`config.mk`:
```
export PLATFORM = sky130hd
export DESIGN_NAME = hovalaag_host_driver
export DESIGN_NICKNAME = d
export VERILOG_FILES = /design/src/rtl/hovalaag_host_driver.sv
export SDC_FILE = /design/constraint.sdc
export NUM_CORES = 1
export LEC_CHECK = 0
export CAP_MARGIN = 20
export CORE_MARGIN = 5
export CORE_UTILIZATION = 40
export DETAILED_ROUTE_END_ITERATION = 8
export PLACE_DENSITY = 0.76
export REMOVE_ABC_BUFFERS = 1
export SLEW_MARGIN = 20
export SYNTH_ARGS = -nofsm -noshare
export SYNTH_HDL_FRONTEND = slang
export SYNTH_SLANG_ARGS = --single-unit
```
`constraint.sdc`:
```
create_clock -name clk -period 2.33 [get_ports clk]
set_input_delay 0.3495 -clock clk [delete_from_list [all_inputs] [get_ports clk]]
set_output_delay 0.3495 -clock clk [all_outputs]
set_load 0.02 [all_outputs]
```
`src/rtl/hovalaag_host_driver.sv`:
```
// hovalaag_host_driver
//   Host-side sequencer for the Hovalaag wrapper bus. It takes one command
//   (32-bit instruction plus IN1/IN2) and writes it into the wrapper six bits
//   at a time. It then pulses execute, reads back status, PC and OUT, and
//   returns them on a valid/ready response port.
//
//   state  | meaning
//   IDLE   | waiting for a command, cmd_ready=1, bus idle
//   W_IN1L | write IN1[5:0]         (addr bit 6)
//   W_IN1H | write IN1[11:6]        (addr bit 7)
//   W_IN2L | write IN2[5:0]         (addr bit 8)
//   W_IN2H | write IN2[11:6]        (addr bit 9)
//   W_I0-4 | write instr[6k+5:6k]   (addr bits 0..4)
//   EXEC   | execute, instr[31:30]  (addr bit 5), always 1 cycle, status read
//   R_PC   | read PC                (addr bit 6)
//   R_OL   | read OUT[7:0]          (addr bit 7)
//   R_OH   | read OUT[11:8]         (addr bit 8)
//   RESP   | response held until rsp_ready, bus idle
//
// Ports
//   clk, reset                  clock, synchronous active-high reset
//   cmd_valid/ready/instr/in1/in2  command port
//   rsp_valid/ready/status/pc/out  response port
//   hv_addr, hv_io_in           registered one-hot address and data to wrapper
//   hv_io_out                   read data from wrapper
module hovalaag_host_driver #(
    parameter int HOLD_CYCLES = 1
) (
    input  logic        clk,
    input  logic        reset,
    input  logic        cmd_valid,
    output logic        cmd_ready,
    input  logic [31:0] cmd_instr,
    input  logic [11:0] cmd_in1,
    input  logic [11:0] cmd_in2,
    output logic        rsp_valid,
    input  logic        rsp_ready,
    output logic [3:0]  rsp_status,
    output logic [7:0]  rsp_pc,
    output logic [11:0] rsp_out,
    output logic [9:0]  hv_addr,
    output logic [5:0]  hv_io_in,
    input  logic [7:0]  hv_io_out
);

    localparam int CW = (HOLD_CYCLES > 1) ? $clog2(HOLD_CYCLES) : 1;
    localparam logic [CW-1:0] HOLD_LOAD = CW'(HOLD_CYCLES - 1);

    typedef enum logic [3:0] {
        S_IDLE, S_W_IN1L, S_W_IN1H, S_W_IN2L, S_W_IN2H,
        S_W_I0, S_W_I1, S_W_I2, S_W_I3, S_W_I4,
        S_EXEC, S_R_PC, S_R_OL, S_R_OH, S_RESP
    } state_t;

    state_t        state, state_next;
    logic [CW-1:0] hold_cnt, hold_next;
    logic [31:0]   instr_q;
    logic [11:0]   in1_q, in2_q;
    logic          accept;
    logic          phase_done;

    // Sources for the next bus value: on the accept edge the latches are not
    // loaded yet, so the first phase is decoded from the command inputs.
    logic [31:0]   instr_src;
    logic [11:0]   in1_src, in2_src;
    logic [9:0]    addr_next;
    logic [5:0]    io_next;

    assign cmd_ready  = (state == S_IDLE);
    assign rsp_valid  = (state == S_RESP);
    assign accept     = cmd_valid && cmd_ready;
    assign phase_done = (hold_cnt == '0);

    always_comb begin
        state_next = state;
        hold_next  = hold_cnt;
        case (state)
            S_IDLE: begin
                if (accept) begin
                    state_next = S_W_IN1L;
                    hold_next  = HOLD_LOAD;
                end
            end
            S_EXEC: begin
                state_next = S_R_PC;
                hold_next  = HOLD_LOAD;
            end
            S_RESP: begin
                if (rsp_ready) state_next = S_IDLE;
            end
            default: begin
                if (phase_done) begin
                    case (state)
                        S_W_IN1L: state_next = S_W_IN1H;
                        S_W_IN1H: state_next = S_W_IN2L;
                        S_W_IN2L: state_next = S_W_IN2H;
                        S_W_IN2H: state_next = S_W_I0;
                        S_W_I0:   state_next = S_W_I1;
                        S_W_I1:   state_next = S_W_I2;
                        S_W_I2:   state_next = S_W_I3;
                        S_W_I3:   state_next = S_W_I4;
                        S_W_I4:   state_next = S_EXEC;
                        S_R_PC:   state_next = S_R_OL;
                        S_R_OL:   state_next = S_R_OH;
                        S_R_OH:   state_next = S_RESP;
                        default:  state_next = S_IDLE;
                    endcase
                    // EXEC is single-cycle: each enabled cycle executes once.
                    hold_next = (state_next == S_EXEC) ? '0 : HOLD_LOAD;
                end else begin
                    hold_next = hold_cnt - 1'b1;
                end
            end
        endcase
    end

    always_comb begin
        instr_src = accept ? cmd_instr : instr_q;
        in1_src   = accept ? cmd_in1   : in1_q;
        in2_src   = accept ? cmd_in2   : in2_q;
        addr_next = '0;
        io_next   = '0;
        // Read phases reuse the IN addresses; the wrapper treats them as
        // writes, so the loaded IN values are presented again to keep them.
        case (state_next)
            S_W_IN1L, S_R_PC: begin addr_next = 10'b0001000000; io_next = in1_src[5:0];   end
            S_W_IN1H, S_R_OL: begin addr_next = 10'b0010000000; io_next = in1_src[11:6];  end
            S_W_IN2L, S_R_OH: begin addr_next = 10'b0100000000; io_next = in2_src[5:0];   end
            S_W_IN2H: begin addr_next = 10'b1000000000; io_next = in2_src[11:6];  end
            S_W_I0:   begin addr_next = 10'b0000000001; io_next = instr_src[5:0];   end
            S_W_I1:   begin addr_next = 10'b0000000010; io_next = instr_src[11:6];  end
            S_W_I2:   begin addr_next = 10'b0000000100; io_next = instr_src[17:12]; end
            S_W_I3:   begin addr_next = 10'b0000001000; io_next = instr_src[23:18]; end
            S_W_I4:   begin addr_next = 10'b0000010000; io_next = instr_src[29:24]; end
            S_EXEC:   begin addr_next = 10'b0000100000; io_next = {4'b0, instr_src[31:30]}; end
            default:  begin addr_next = '0; io_next = '0; end
        endcase
    end

    always_ff @(posedge clk) begin
        if (reset) begin
            state      <= S_IDLE;
            hold_cnt   <= '0;
            hv_addr    <= '0;
            hv_io_in   <= '0;
            instr_q    <= '0;
            in1_q      <= '0;
            in2_q      <= '0;
            rsp_status <= '0;
            rsp_pc     <= '0;
            rsp_out    <= '0;
        end else begin
            state    <= state_next;
            hold_cnt <= hold_next;
            hv_addr  <= addr_next;
            hv_io_in <= io_next;
            if (accept) begin
                instr_q <= cmd_instr;
                in1_q   <= cmd_in1;
                in2_q   <= cmd_in2;
            end
            // Reads sample on the last hold cycle so early bus glitches are ignored.
            if (state == S_EXEC)
                rsp_status <= hv_io_out[3:0];
            if (state == S_R_PC && phase_done)
                rsp_pc <= hv_io_out;
            if (state == S_R_OL && phase_done)
                rsp_out[7:0] <= hv_io_out;
            if (state == S_R_OH && phase_done)
                rsp_out[11:8] <= hv_io_out[3:0];
        end
    end

endmodule

```
==> impl_metrics.toml, run 1 <==
[place]
place_worst_setup_slack_ps = -139
placed_area_mm2 = 0.00572
dp_hpwl_mm = 8.94
io_buffers = 109
place_congestion = 0.930

[critical_path]
critPathRequiredTime_ps = 2570
path_buf_inv = 1
crit_slowest_cell = "dfxtp_2"
max_stage_delay_ps = 380
end_kind = "register"
cp_max_fo = 16
crit_type = "reg -> reg"
cp_cell_sequence = "nor4_4, nand2_4, buf_12, mux2i_1, mux2_2, nor3_1, o31ai_1, o311ai_1"
arrival_ps = 2390
crit_path_start_kind = "register"
crit_family = "simple AND/OR/NAND/NOR gates"

[power]
ir_drop_v = 0.000290
power_density_mw_per_mm2 = 621
p_sw_mw = 1.00
combPwrFrac = 0.194
power_mw = 3.68
swShare = 0.273
pwr-share-clk = 0.290
power_frac_seq = 0.515
p_leak_nw = 2.47
power.internal_mw = 2.67

[clock_network]
cts_hold_buffers = 0
htree_levels = 3
post_cts_buffers = 0
cts_buffer_depth = 2
cts_tree = "yes"
root_buffer = "clkbuf_8"
clk_latency_ps = 370
cts_buffers = 9
numClockSinks = 104
clkTransAtPathRegs_ps = 90

[route]
vias_per_cell = 5.06
routed_wl_mm = 11.4
vias = 3788
post-route-drc-count = 0
drtIter0Drc = 177
wl_per_cell_um = 15.2
dr.pass1.iters = 4
antenna_left = 0

[final_layout]
syn_to_final_growth_pct = 37.1
drive_gt1_frac = 0.117
final_common_cell = "nor2_1"
n_antenna_cell = 0
mostFrequentLayoutCells = "nor2_1 (116), clkdlybuf4s50_1 (107), dfxtp_1 (100)"
final_area_mm2 = 0.00592
final_nets = 678

[sta]
fin_skew_ps = 13.5
fin_ws_ps = 175
tns_ps = 0
drv_slew = 0
period_share = 0.925
slew_headroom = 0.684
rsz0062_at_grt = "no"
timing.hold.ws_ps = 368
fmax_mhz = 464
layout_min_cycle_time_ps = 2160
tightestPinTransition_ps = 474
setup_violations = 0
final_hold_viol_count = 0

[floorplan]
coreArea_mm2 = 0.0107
fp-row-count = 38
die_w_um = 114
io_pins = 110
initial_core_util = 0.403
die_h_um = 114
dieArea_mm2 = 0.0130

[synthesis]
syn_avg_cell_area_um2 = 8.99
ys_top_cells_by_area = "dfxtp_1 (48%), mux2i_1 (15%), nor2_1 (10%)"
synth.area.mux_share = 0.154
synth_compound_gate_area_share = 0.0931
synth_top_family_by_area = "simple AND/OR/NAND/NOR gates"
netlist_instances = 480
synth_edf_count = 0
synth_seq_cells = 104
yosys.area_share.adder = 0.0174
synth-main-ff-cell = "dfxtp_1"
synthSimpleGateAreaFrac = 0.212
synthArstFlopShare = 0
synth_cell_types = 48
yosys_warnings = 0
ys_seq_area_frac = 0.482
synth_top_area_frac = 0.482
synthXorXnorAreaFrac = 0.00406
syn-cell-area_mm2 = 0.00432
synth_top_cell_by_area = "dfxtp_1"

[global_route]
grt_pass1_wl_mm = 18.2
grt_pass1_vias = 3738
track_usage = 0.175
overflow = 0
grt_max_degree = 48
grt_antenna_before_repair = 0

[min_path]
min_path_type = "in -> reg"

[run]
cap_violations = 0

[status]
status = "finished clean"
[per-layer routing]
metal	share of wire	routed length, µm	GRT usage
met3	0.069	783	0.0472
met2	0.49	5600	0.301
met4	0.013	148	0.0546
met1	0.43	4850	0.214
met5	0	0	0
[power by group through the flow]
stage | sequential (mW) | clock (mW) | combinational, mW
after detailed placement | 1.94 | 0 | 0.710
after global placement | 1.93 | 0 | 0.701
final | 1.89 | 1.07 | 0.715
after floorplan | 1.94 | 0 | 0.370
after global routing | 1.90 | 1.16 | 0.778
after CTS | 1.90 | 1.10 | 0.715
[path summary, 6_finish.rpt]
path                                 start          end  slack [ps]  cells after the start
worst max-delay path              state[0]  hv_io_in[1]         170                      8
worst min-delay path                 reset  instr_q[31]         370                      2
worst max register to register    state[0]  hv_io_in[1]         170                      8
worst min register to register  rsp_out[4]   rsp_out[4]         460                      2
[Yosys cell counts (3+ instances only)]
| cell type | number |
|---|---|
| nor2_1 | 118 |
| dfxtp_1 | 104 |
| mux2i_1 | 64 |
| nand2_1 | 54 |
| a21oi_1 | 20 |
| clkbuf_1 | 14 |
| o22ai_1 | 13 |
| buf_2 | 10 |
| nand3_1 | 8 |
| ha_1 | 6 |
| o31a_1 | 5 |
| nor3_1 | 4 |
| and3b_1 | 3 |
| buf_6 | 3 |
| inv_1 | 3 |
| nand4_1 | 3 |
| o21ai_0 | 3 |
| or2_2 | 3 |
| or3_1 | 3 |
[through the flow]
stage	instances	util
CTS	749	0.553
detailed placement	733	0.535
global route	749	0.553
global placement	733	0.535
finish	749	0.553
floorplan	451	-
[sequential cells by signal, summed over array words and instances (netlist names), named ones only]
register,count
in2_q,12
hv_io_in,6
rsp_pc,8
instr_q,32
in1_q,12
rsp_status,4
rsp_out,12
state,4
hv_addr,10
[repair_timing]
item                                    in CTS  in global routing
gates resized for setup                      4                  3
endpoints found under the setup margin       1                  3
pin swaps                                    0                  0
[area by class of cell]
type | count | area (µm²)
Inverter | 3 | 11.3
Timing Repair Buffer | 142 | 1370
Clock inverter | 5 | 40.0
Multi-Input combinational cell | 344 | 2080
Sequential cell | 104 | 2090
Clock buffer | 11 | 151
Fill cell | 959 | 4780
Tap cell | 140 | 175
[kinds of logic (layout without fill, tap and decap cells)]
group / after synthesis / in the layout
AO/OA/AOI/OAI: 59 / 59
XOR/XNOR: 2 / 2
adder cells (fa/ha/maj): 6 / 6
buffers and inverters: 32 / 161
flip-flops: 104 / 104
multiplexers: 66 / 66
AND/OR/NAND/NOR: 211 / 211
(Power assumes the default switching activity.)
==> run 2: changes to the inputs <==
--- a/config.mk
+++ b/config.mk
@@ -10,7 +10,6 @@
 export CORE_UTILIZATION = 40
 export DETAILED_ROUTE_END_ITERATION = 8
 export PLACE_DENSITY = 0.76
-export REMOVE_ABC_BUFFERS = 1
 export SLEW_MARGIN = 20
 export SYNTH_ARGS = -nofsm -noshare
 export SYNTH_HDL_FRONTEND = slang
==> run 2 against run 1 <==
  * Design area rose by 3.1%
  * Sequential power barely moved
  * Flip-flop and latch count did not move
  * Via count rose by 2.1%
  * Clock power rose by 10%
  * First-iteration DRC count rose by 75%
  * Routed wire length rose by 1.1%
  * Combinational power rose by 8.5%
==> impl_metrics.toml, run 2 (same netlist as run 1, synthesis figures left out) <==
[status]
status = "finished clean"

[final_layout]
largest_register_ffs = 32
drive_gt1_frac = 0.147
n_antenna_cell = 0
registers.top_by_ff_count = "instr_q"
final_common_cell = "nor2_1"
syn_to_final_growth_pct = 41.5
fin_util = 0.571
final_nets = 689
mostFrequentLayoutCells = "nor2_1 (117), clkdlybuf4s50_1 (106), dfxtp_1 (101)"

[sta]
fin_skew_ps = 14.3
tns_ps = 0
fmax_mhz = 446
drv_slew = 0
tightestPinTransition_ps = 476
setup_violations = 0
period_share = 0.962
layout_min_cycle_time_ps = 2240
final_hold_viol_count = 0
rsz0062_at_grt = "yes"
slew_headroom = 0.681

[global_route]
grt_pass1_wl_mm = 17.8
grt_pass1_vias = 3684
overflow = 0
grt_antenna_before_repair = 0
track_usage = 0.169
grt_max_degree = 26

[critical_path]
crit_path_start_kind = "register"
max_stage_delay_ps = 480
cp_max_fo = 7
arrival_ps = 2510
r2r_start = "state[2]"
crit_slowest_cell = "or4_4"
cp_cell_sequence = "buf_4, or4_4, a21oi_2, nor2_1, or3_1, a211oi_2, o31ai_1, o311ai_1"
r2r_end = "hv_io_in[1]"
r2r_cells = 8
end_kind = "register"
crit_type = "reg -> reg"
rrSetupSlack_ps = 90
critPathRequiredTime_ps = 2600

[route]
antenna_left = 0
vias = 3869
post-route-drc-count = 0
drtIter0Drc = 309
vias_per_cell = 5.09
dr.pass1.iters = 5
wl_per_cell_um = 15.1
routed_wl_mm = 11.5

[power]
swShare = 0.274
power_frac_seq = 0.493
p_sw_mw = 1.05
ir_drop_v = 0.000303
pwr-share-clk = 0.305
power_density_mw_per_mm2 = 630
combPwrFrac = 0.202
p_leak_nw = 2.53
power.internal_mw = 2.80

[place]
io_buffers = 109
place_congestion = 0.878
dp_hpwl_mm = 8.67

[min_path]
min_path_type = "in -> reg"
hold_start = "reset"
hold_depth = 2
holdPathEnd = "instr_q[1]"

[floorplan]
coreArea_mm2 = 0.0107
die_w_um = 114
die_h_um = 114
dieArea_mm2 = 0.0130
io_pins = 110
initial_core_util = 0.403
fp-row-count = 38

[clock_network]
clkTransAtPathRegs_ps = 100
cts_hold_buffers = 0
cts_buffer_depth = 2
clk_latency_ps = 360
cts_tree = "yes"
root_buffer = "clkbuf_8"
numClockSinks = 104
htree_levels = 3
cts_buffers = 9

[run]
cap_violations = 0

[synthesis]
syn_nets = 554
[run 2: worst max-delay path: cells and delay by family, from the launching register on]
family / cells / cell delay, ps
buf+inv: 1 / 160
simple gates: 3 / 1020
compound gates: 4 / 630
flops: 1 / 350
[run 2: worst max-delay path by stage]
stage              start     endpoint
2_1_floorplan   state[1]     register
3_3_place_gp   rsp_ready  hv_io_in[1]
3_5_place_dp   rsp_ready  hv_io_in[1]
4_1_cts         state[2]  hv_io_in[1]
5_1_grt         state[2]  hv_io_in[1]
6_report        state[2]  hv_io_in[1]
[run 2: power by group through the flow]
stage | clock, mW | combinational, mW | sequential, mW
3_3_place_gp | 0 | 0.702 | 1.93
3_5_place_dp | 0 | 0.715 | 1.94
5_1_grt | 1.29 | 0.835 | 1.90
2_1_floorplan | 0 | 0.399 | 1.94
6_report | 1.18 | 0.776 | 1.90
4_1_cts | 1.20 | 0.719 | 1.89
[run 2: final cells by class]
class / count / area, µm²
Timing Repair Buffer: 153 / 1480
Clock buffer: 10 / 138
Multi-Input combinational cell: 344 / 2140
Tap cell: 140 / 175
Fill cell: 920 / 4590
Clock inverter: 6 / 75.1
Inverter: 3 / 11.3
Sequential cell: 104 / 2090
[run 2: per-stage QoR]
stage / hold WS [ps] / setup WS, ps / area, µm² / power (mW) / std cells
final: 403 / 88.5 / 6100 / 3.85 / 760
after global routing: 440 / -34.8 / 6100 / 4.03 / 760
after CTS: 390 / 76.5 / 5960 / 3.81 / 753
after detailed placement: 452 / -176 / 5750 / 2.65 / 737
after global placement: 440 / -77.5 / 5750 / 2.63 / 737
after floorplan: 452 / 140 / 4320 / 2.33 / 480
[run 2: per-layer routing]
layer	track usage	vias up	wire [µm]
met3	0.0286	13	725
met5	0	-	0
li1	-	1895	-
met1	0.222	1795	5160
met2	0.288	166	5510
met4	0.0507	0	116
[run 2: repair_timing]
action                                  4_1_cts  5_1_grt
pin swaps                                     0        3
gates resized for setup                       3       15
endpoints found under the setup margin        1        5
gates cloned                                  0        1
buffers inserted                              0        6
